`src/rtl/gb_cpu_regfile_pipe.sv`:
```
// rtl/gb_cpu_regfile_pipe.sv - SM83 register file with prioritised write merge and writeback pipeline
// Optional feature macro: GB_CPU_REGFILE_FWD_EN (rd_data overlays pending pipeline writes)
module gb_cpu_regfile_pipe #(
  parameter int NUM_R8_WR = 3,
  parameter int NUM_RD    = 2,
  parameter int WB_STAGES = 1,
  parameter int POST_BOOT = 1
) (
  input  logic                   clk,
  input  logic                   reset,
  input  logic                   hold,
  input  logic [NUM_R8_WR-1:0]   r8_wr_en,
  input  logic [3*NUM_R8_WR-1:0] r8_wr_sel,
  input  logic [8*NUM_R8_WR-1:0] r8_wr_data,
  input  logic                   r16_wr_en,
  input  logic [2:0]             r16_wr_sel,
  input  logic [15:0]            r16_wr_data,
  input  logic                   flags_wr_en,
  input  logic [3:0]             flags_wr_mask,
  input  logic [3:0]             flags_wr_data,
  input  logic [3*NUM_RD-1:0]    rd_sel,
  output logic [16*NUM_RD-1:0]   rd_data,
  output logic [15:0]            sp,
  output logic [15:0]            pc,
  output logic [3:0]             flags,
  output logic                   wb_busy,
  output logic                   wr_conflict
);

  // Byte slots: 0 B, 1 C, 2 D, 3 E, 4 H, 5 L, 6 A, 7 F, 8 SPh, 9 SPl, 10 PCh, 11 PCl.
  // Every packet carries a per-bit enable so masked flag updates merge like byte writes.
  localparam int NB = 12;
  localparam int NW = 8 * NB;
  localparam int NS = (WB_STAGES == 0) ? 1 : WB_STAGES;
  localparam logic [3:0] SLOT_F = 4'd7;

  localparam logic [NW-1:0] BOOT_VAL = (POST_BOOT != 0) ?
    {8'h00, 8'h01, 8'hFE, 8'hFF, 8'hB0, 8'h01, 8'h4D, 8'h01, 8'hD8, 8'h00, 8'h13, 8'h00} :
    {NW{1'b0}};

  // r8 selector encoding swaps A/F relative to the slot order
  function automatic logic [3:0] r8_slot(input logic [2:0] sel);
    case (sel)
      3'd6:    return 4'd7;
      3'd7:    return 4'd6;
      default: return {1'b0, sel};
    endcase
  endfunction

  // Slot of the high byte of a pair; the low byte sits in the next slot
  function automatic logic [3:0] pair_hi(input logic [2:0] sel);
    case (sel)
      3'd0:    return 4'd0;
      3'd1:    return 4'd2;
      3'd2:    return 4'd4;
      3'd3:    return 4'd8;
      3'd4:    return 4'd10;
      default: return 4'd6;
    endcase
  endfunction

  function automatic logic [NW-1:0] apply_pkt(input logic [NW-1:0] base,
                                              input logic [NW-1:0] data,
                                              input logic [NW-1:0] en);
    return (base & ~en) | (data & en);
  endfunction

  function automatic logic [15:0] read_pair(input logic [NW-1:0] v, input logic [2:0] sel);
    case (sel)
      3'd0:    return {v[7:0],   v[15:8]};
      3'd1:    return {v[23:16], v[31:24]};
      3'd2:    return {v[39:32], v[47:40]};
      3'd3:    return {v[71:64], v[79:72]};
      3'd4:    return {v[87:80], v[95:88]};
      3'd5:    return {v[55:48], v[63:56]};
      default: return 16'h0000;
    endcase
  endfunction

  logic [NW-1:0] arch;
  logic [NW-1:0] view;
  logic [NW-1:0] in_data;
  logic [NW-1:0] in_en;
  logic          in_valid;
  logic          conflict_now;
  logic [NB-1:0] hit;
  logic          cm_valid;
  logic [NW-1:0] cm_data;
  logic [NW-1:0] cm_en;

  // Merge all write sources into one packet, later sources overriding earlier ones
  always_comb begin
    logic [3:0] hi;
    logic [3:0] lo;
    logic [3:0] slot;
    in_data      = '0;
    in_en        = '0;
    hit          = '0;
    conflict_now = 1'b0;
    hi           = pair_hi(r16_wr_sel);
    lo           = hi + 4'd1;
    slot         = 4'd0;
    if (r16_wr_en && (r16_wr_sel <= 3'd5)) begin
      in_data[{hi, 3'b000} +: 16] = {r16_wr_data[7:0], r16_wr_data[15:8]};
      in_en[{hi, 3'b000} +: 16]   = 16'hFFFF;
      hit[hi]                     = 1'b1;
      hit[lo]                     = 1'b1;
    end
    for (int p = 0; p < NUM_R8_WR; p++) begin
      if (r8_wr_en[p]) begin
        slot = r8_slot(r8_wr_sel[3*p +: 3]);
        if (hit[slot]) conflict_now = 1'b1;
        hit[slot]                     = 1'b1;
        in_data[{slot, 3'b000} +: 8] = r8_wr_data[8*p +: 8];
        in_en[{slot, 3'b000} +: 8]   = 8'hFF;
      end
    end
    if (flags_wr_en && (flags_wr_mask != 4'h0)) begin
      if (hit[SLOT_F]) conflict_now = 1'b1;
      if (flags_wr_mask[3]) begin in_data[63] = flags_wr_data[3]; in_en[63] = 1'b1; end
      if (flags_wr_mask[2]) begin in_data[62] = flags_wr_data[2]; in_en[62] = 1'b1; end
      if (flags_wr_mask[1]) begin in_data[61] = flags_wr_data[1]; in_en[61] = 1'b1; end
      if (flags_wr_mask[0]) begin in_data[60] = flags_wr_data[0]; in_en[60] = 1'b1; end
    end
    // F low nibble is hardwired to zero whatever the source wrote
    in_data[59:56] = 4'h0;
  end

  assign in_valid = !hold && (|in_en);

  generate
    if (WB_STAGES == 0) begin : g_direct
      assign cm_valid = in_valid;
      assign cm_data  = in_data;
      assign cm_en    = in_en;
      assign wb_busy  = 1'b0;
      assign view     = arch;
    end else begin : g_pipe
      logic [NS-1:0]         st_valid;
      logic [NS-1:0][NW-1:0] st_data;
      logic [NS-1:0][NW-1:0] st_en;

      // Shift packets toward commit; stage 0 is the youngest
      always_ff @(posedge clk or posedge reset) begin
        if (reset) begin
          st_valid <= '0;
          st_data  <= '0;
          st_en    <= '0;
        end else if (!hold) begin
          st_valid[0] <= in_valid;
          st_data[0]  <= in_data;
          st_en[0]    <= in_en;
          for (int i = 1; i < NS; i++) begin
            st_valid[i] <= st_valid[i-1];
            st_data[i]  <= st_data[i-1];
            st_en[i]    <= st_en[i-1];
          end
        end
      end

      assign cm_valid = st_valid[NS-1];
      assign cm_data  = st_data[NS-1];
      assign cm_en    = st_en[NS-1];
      assign wb_busy  = |st_valid;

`ifdef GB_CPU_REGFILE_FWD_EN
      // Overlay pending packets oldest-first so the youngest one wins each bit
      always_comb begin
        view = arch;
        for (int i = NS - 1; i >= 0; i--) begin
          if (st_valid[i]) view = apply_pkt(view, st_data[i], st_en[i]);
        end
      end
`else
      assign view = arch;
`endif
    end
  endgenerate

  // Architectural state: commit the oldest packet unless frozen
  always_ff @(posedge clk or posedge reset) begin
    if (reset) begin
      arch <= BOOT_VAL;
    end else if (!hold && cm_valid) begin
      arch <= apply_pkt(arch, cm_data, cm_en);
    end
  end

  // Collision flag is a one-cycle registered echo of the merge result
  always_ff @(posedge clk or posedge reset) begin
    if (reset) begin
      wr_conflict <= 1'b0;
    end else if (hold) begin
      wr_conflict <= 1'b0;
    end else begin
      wr_conflict <= conflict_now;
    end
  end

  genvar gp;
  generate
    for (gp = 0; gp < NUM_RD; gp++) begin : g_rd
      assign rd_data[16*gp +: 16] = read_pair(view, rd_sel[3*gp +: 3]);
    end
  endgenerate

  assign sp    = {arch[71:64], arch[79:72]};
  assign pc    = {arch[87:80], arch[95:88]};
  assign flags = arch[63:60];

endmodule

```
`config.mk`:
```
export PLATFORM = sky130hd
export DESIGN_NAME = gb_cpu_regfile_pipe
export DESIGN_NICKNAME = d
export VERILOG_FILES = /design/src/rtl/gb_cpu_regfile_pipe.sv
export SDC_FILE = /design/constraint.sdc
export NUM_CORES = 1
export LEC_CHECK = 0
export ABC_AREA = 1
export CORE_MARGIN = 1
export CORE_UTILIZATION = 55
export DETAILED_ROUTE_END_ITERATION = 16
export MAX_ROUTING_LAYER = met4
export PLACE_DENSITY = 0.78
export SYNTH_ARGS = -nofsm -noshare
export SYNTH_HDL_FRONTEND = slang
export SYNTH_SLANG_ARGS = --single-unit
```
`constraint.sdc`:
```
create_clock -name clk -period 11.9 [get_ports clk]
set_input_delay 2.975 -clock clk [delete_from_list [all_inputs] [get_ports clk]]
set_output_delay 2.975 -clock clk [all_outputs]
set_load 0.005 [all_outputs]
```
==> results.md, run 1 <==
* Status: completed
* Post-synth EDFFs at 0
* Post-Place Cells at 2243
* Pin count of the biggest net entering global routing at 135
* H-tree levels at 1
* Max Freq at 115 MHz
* Post-CTS Hold Buffers at 0
* Hold Vio Cnt, Final at 0
* Horiz. Die Dim at 158 um
* Max IR drop VDD at 0.0000847 V
* Vias per cell at 6.17
* Worst Path Required at 8.93 ns
* Placer Congestion at 1.04
* TritonRoute pass-1 iters at 6
* Initial detailed-routing violation count at 2100
* Library cells used by synthesis at 41
* I/O pin cnt at 144
* WHS Path Cells at 2
* Setup violators final at 0
* Clock Tree Buf Depth at 3
* Post-route cell area at 15500 um2
* Arrival time at the worst endpoint at 5.71 ns
* Remaining Overflow, GRT at 0
* Startpoint types: primary input
* FF-to-FF path depth at 5
* Synth Flop Type: dfrtp_1
* Post_cts resized at 0
* Sink Count at 206
* DP Area at 14700 um2
* Mapped cell area at 13400 um2
* Core area at 23600 um2
* Die height at 158 um
* Fin Clk Skew at 0.0170 ns
* Total GRT Usage at 41.8%
* Total power at 2150 uW
* Max_cap viols at 0
* HP Class: reg -> reg
* CP Max Fanout at 16
* Setup ws final at 3.21 ns
* Relative slew slack at 6.58%
* Synth Warn # at 0
* Wire per inst at 22.0 um
* Period utilisation layout at 73.0%
* Vias in the first global route at 12800
* Initial antenna violation count at 1
* Setup tns final at 0 ns
* Unrepaired setup endpoints after global routing: no
* DR DRC count at 0
* First-pass GRT wire length at 75400 um
* Sequential-to-total area share from yosys stat at 38.9%
* Row cnt at 56
* Slew Viols, Final at 0
* Cells after Synth at 1881
* Static leakage at 0.00722 uW
* Die ar. at 24900 um2
* TritonCTS clock tree: built
* Clk slew on worst S/H paths at 0.06 ns
* Initial Utilization at 56.6%
* Clock Latency Late Sink at 0.50 ns
* Worst Tran Pin Value at 1.39 ns
* I/O Buffers at 143
* Nets at 2033
* R2R Setup Slk at 9.67 ns
* Seq cells post-synth at 206
* Routed Wire Length at 50200 um
* Synthesized area per cell at 7.10 um2
* Via count at 14100
* CTS Buf Count at 23
* Final std cells w/o fill at 2285
* PwrDens at 139 nW/um2
* Post-Place Setup Slack at 3.45 ns
* Crit path capture type: output port
* Tmin final at 8.69 ns
* DRT antenna net count at 0
* Total nets after synthesis at 1965
* Area Growth Syn to Fin at 15.8%
* WS Path Type: in -> out
* Post-CTS Setup Inserts at 0
* DP Wirelength at 37600 um
* Async SR Flop Fraction at 100%
* Root Driver: clkbuf_16
* Share of post-route cells with drive strength above 1 at 9.16%
-- placed cells by master (no fill, tap or decap), types with 23 or more instances in the layout --
master	synthesis	layout
a21oi_1	103	103
o21ai_1	27	27
nand2_1	446	446
nor2_1	165	165
mux2_2	31	31
dfstp_2	32	32
dfrtp_1	174	174
inv_1	214	212
clkdlybuf4s50_1	0	142
o21ai_0	149	149
o22ai_1	58	58
a22oi_1	32	32
nand4_1	25	25
clkbuf_16	0	23
nand3_1	181	181
-- area by class of cell --
| type | instances | area [um2] |
|---|---|---|
| Clock buffer | 30 | 632 |
| Sequential cell | 206 | 5190 |
| Multi-Input combinational cell | 1337 | 6740 |
| Tap cell | 319 | 399 |
| Fill cell | 2098 | 8140 |
| Clock inverter | 11 | 148 |
| Antenna cell | 1 | 2.50 |
| Inverter | 232 | 886 |
| Timing Repair Buffer | 149 | 1470 |
-- Yosys cell counts, types with 2 or more instances --
cell type  instances  area, um2
a21oi_1          103        515
a221oi_1           6       52.6
a22oi_1           32        240
a31oi_1           17        106
buf_1              4       15.0
buf_2             16       80.1
buf_4             40        300
buf_6              2       22.5
clkbuf_1          44        165
clkinv_1           2       7.51
dfrtp_1          174       4350
dfstp_2           32        841
ha_1              10        125
inv_1            214        803
inv_2             14       52.6
mux2_2            31        349
nand2_1          446       1670
nand2_2            8       50.1
nand2_4            2       22.5
nand3_1          181        906
nand3_2            5       50.1
nand3_4            3       52.6
nand4_1           25        156
nand4_2            2       25.0
nor2_1           165        619
nor2_2            10       62.6
nor2_4            16        180
nor3_1            25        125
nor4_1             2       12.5
o211ai_1           5       37.5
o21ai_0          149        746
o21ai_1           27        135
o21bai_1           3       22.5
o22ai_1           58        363
o31ai_1            2       15.0
-- logic make-up (layout without fill, tap and decap cells) --
group | Yosys count | in the layout | synth area share (%)
AND/OR/NAND/NOR | 892 | 892 | 29.8
AO/OA/AOI/OAI | 404 | 404 | 16.8
buffers and inverters | 338 | 422 | 10.9
flip-flops | 206 | 206 | 38.9
multiplexers | 31 | 31 | 2.61
adder cells (fa/ha/maj) | 10 | 10 | 0.937
other | 0 | 1 | 0
-- where the power goes --
group          total (uW)  internal (uW)  leakage (uW)  switching (uW)
clock                 728            442      0.000375             286
sequential            900            819       0.00264            81.5
combinational         522            212       0.00421             310
-- worst max-delay path, stage by stage --
cell	delay (ns)
clkdlybuf4s50_1	0.57
inv_1	0.12
nor3_2	1.05
a22oi_1	0.25
nand3_1	0.21
clkdlybuf4s50_1	0.52
-- path summary, 6_finish.rpt --
check / startpoint / endpoint
max in group asynchronous: reset / cm_data[27]
max reg2reg: wb_busy / flip-flop
min reg2reg: arch[59] / arch[59]
min in group asynchronous: reset / asynchronous set/reset pin
max: rd_sel[1] / rd_data[10]
min: arch[59] / arch[59]
-- metrics by stage --
step | hold slack, ns | util, %
finish | 0.472 | 65.5
global route | 0.506 | 65.5
CTS | 0.472 | 65.5
detailed placement | 0.457 | 62.2
global placement | 0.452 | 62.2
floorplan | 0.436 | -
-- layer usage --
metal	track usage [%]	wire [um]
met5	-	0
met2	61.2	21900
met3	7.58	5690
met1	58.1	20700
met4	14.6	1910
No activity file was read; power rests on OpenSTA's default activity.
==> run 2: changes to the inputs <==
==> constraint.sdc (replaced) <==
create_clock -name clk -period 8.4 [get_ports clk]
set_input_delay 2.1 -clock clk [delete_from_list [all_inputs] [get_ports clk]]
set_output_delay 2.1 -clock clk [all_outputs]
set_load 0.005 [all_outputs]
==> run 2 against run 1 <==
  * Cell area fell by 0.36%
  * Clock power is 33% higher
  * Sequential power is 41% higher
  * Die area unchanged
  * Largest cell class unchanged
  * Largest power group unchanged
==> results.md, run 2 (synthesized netlist as in run 1, its figures left out) <==
* Tmin final at 6.90 ns
* CTS Buf Count at 22 (-4.3%)
* GR peak layer: met2
* Most common cell on crit path: clkdlybuf4s50_1
* Worst Tran Pin Value at 1.39 ns (-0.00720 ns)
* Placer Congestion at 1.06 (+1.1%)
* Reg power frac at 42.7% (+0.8 points)
* Clk slew on worst S/H paths at 0.06 ns (about the same)
* DRT antenna net count at 0 (unchanged)
* Post_cts resized at 0 (unchanged)
* Nets at 2032 (-0.049%)
* Psw at 962 uW (+42%)
* Unrepaired setup endpoints after global routing: no
* Sink Count at 206 (unchanged)
* Worst R2R Start: wb_busy
* Wire per inst at 21.9 um (-0.30%)
* Post-route cell area at 15400 um2 (-0.36%)
* Max Freq at 145 MHz
* Combinational power share at 24.8% (+0.5 points)
* R2R Setup Slk at 6.10 ns (-3.57 ns)
* Startpoint types: primary input
* H-tree levels at 1 (unchanged)
* HP Class: reg -> reg
* Initial detailed-routing violation count at 2007 (-4.4%)
* DP Wirelength at 37400 um (-0.72%)
* Initial antenna violation count at 1 (unchanged)
* Status: completed
* Crit path depth at 6 (unchanged)
* Worst Path Required at 6.30 ns (-2.63 ns)
* I/O pin cnt at 144 (unchanged)
* Crit path capture type: output port
* First-pass GRT wire length at 74300 um (-1.4%)
* Arrival time at the worst endpoint at 4.80 ns (-0.91 ns)
* CP Max Fanout at 16 (unchanged)
* TritonCTS clock tree: built
* Vias in the first global route at 12600 (-1.4%)
* FF-to-FF path depth at 4 (-1)
* Remaining Overflow, GRT at 0 (unchanged)
* Core area at 23600 um2 (unchanged)
* Global Route met3 Usage at 8.43% (+0.85 points)
* Period utilisation layout at 82.1%
* Fin Clk Skew at 0.0172 ns (+0.000178 ns)
* Clock Power Share at 32.5% (-1.3 points)
* Area Growth Syn to Fin at 15.4%
* Post-CTS Setup Inserts at 0 (unchanged)
* CP delay by family, top: buffers and inverters
* Setup violators final at 0 (unchanged)
* Vias per cell at 6.18 (+0.14%)
* Most frequent cells in the layout: nand2_1, inv_1, nand3_1
* Crit. Startpoint: rd_sel[1]
* Via count at 14100 (+0.050%)
* Critical Path Slowest Stage Cell: nor3_2
* Commonest non-fill, non-tap cell in the layout: nand2_1
* Root Driver: clkbuf_16
* Met1 Usage GRT at 57.4% (-0.64 points)
* Static leakage at 0.00720 uW (-0.30%)
* Relative slew slack at 7.06% (+0.48 points)
* Met2 global-route usage at 60.1% (-1.1 points)
* Share of post-route cells with drive strength above 1 at 9.11% (-0.046 points)
* Max IR drop VDD at 0.000130 V (+53%)
* CP Capture Point: rd_data[4]
* WS Path Type: in -> out
* Max_cap viols at 0 (unchanged)
* TritonRoute pass-1 iters at 6 (unchanged)
* Setup tns final at 0 ns (unchanged)
* Internal Power at 2020 uW (+37%)
* Row cnt at 56 (unchanged)
* Clock Latency Late Sink at 0.51 ns (about the same)
* Total GRT Usage at 41.2% (-0.57 points)
* Delay of the slowest critical-path stage at 1.05 ns (about the same)
* Hold Vio Cnt, Final at 0 (unchanged)
* CP Cell Sequence: clkdlybuf4s50_1 > inv_1 > nor3_2 > a22oi_1 > o211ai_1 > clkdlybuf4s50_1
* Pin count of the biggest net entering global routing at 149 (+10%)
* Initial Utilization at 56.6% (unchanged)
* Horiz. Die Dim at 158 um (unchanged)
* DP Area at 14700 um2 (unchanged)
* Antenna Cells at 0 (-1)
* I/O Buffers at 143 (unchanged)
* Die ar. at 24900 um2 (unchanged)
* PwrDens at 193 nW/um2 (+39%)
* DR DRC count at 0 (unchanged)
* Clock Tree Buf Depth at 3 (unchanged)
* Switching Share at 32.3% (+0.79 points)
* Routed Wire Length at 50000 um (-0.39%)
* # fillers at 2104 (+0.29%)
* Slew Viols, Final at 0 (unchanged)
* Buf/Inv on CP at 3 (unchanged)
* Post-CTS Hold Buffers at 0 (unchanged)
* Die height at 158 um (unchanged)
run 2: power groups by stage:
stage / Sequential, uW / Clock [uW] / Combinational (uW)
floorplan: 1240 / 0 / 456
global placement: 1280 / 0 / 702
detailed placement: 1280 / 0 / 717
CTS: 1270 / 972 / 724
global route: 1280 / 1010 / 797
finish: 1270 / 967 / 739
run 2: how the worst min path moves through the flow:
stage | from | endpoint | slack, ns | depth (start not counted)
2_1_floorplan | arch[56] | arch[56] | 0.44 | 2
3_3_place_gp | arch[58] | arch[58] | 0.45 | 2
3_5_place_dp | arch[58] | arch[58] | 0.45 | 2
4_1_cts | arch[58] | arch[58] | 0.47 | 2
5_1_grt | arch[59] | arch[59] | 0.50 | 2
6_report | arch[58] | arch[58] | 0.47 | 2
run 2: layout make-up:
class / count / area, um2 / area share (%)
Inverter: 232 / 886 / 5.75
Sequential cell: 206 / 5190 / 33.7
Clock buffer: 30 / 621 / 4.03
Timing Repair Buffer: 149 / 1470 / 9.55
Tap cell: 319 / 399 / 2.59
Clock inverter: 10 / 105 / 0.682
Multi-Input combinational cell: 1337 / 6740 / 43.7
run 2: per-stage QoR:
| stage | total power, uW | utilization [%] | cells | setup slack (ns) | hold slack (ns) |
|---|---|---|---|---|---|
| 2_1_floorplan | 1690 | - | 1881 | 0.729 | 0.436 |
| 3_3_place_gp | 1980 | 62.2 | 2243 | 1.76 | 0.450 |
| 3_5_place_dp | 2000 | 62.2 | 2243 | 1.65 | 0.453 |
| 4_1_cts | 2960 | 65.3 | 2283 | 1.65 | 0.470 |
| 5_1_grt | 3090 | 65.3 | 2283 | 1.44 | 0.495 |
| 6_report | 2980 | 65.3 | 2283 | 1.50 | 0.470 |
run 2: layer usage:
layer	routed length, um	vias up
li1	-	6354
met4	1650	0
met5	0	-
met2	21800	983
met1	20900	6635
met3	5710	130
run 2: worst register-to-register path: cells and delay by family (launching register included):
kind / cells / cell delay, ns
muxes: 1 / 0.46
DFF: 1 / 0.42
and+or+nand+nor: 2 / 1.23
buffers and inverters: 1 / 0.07
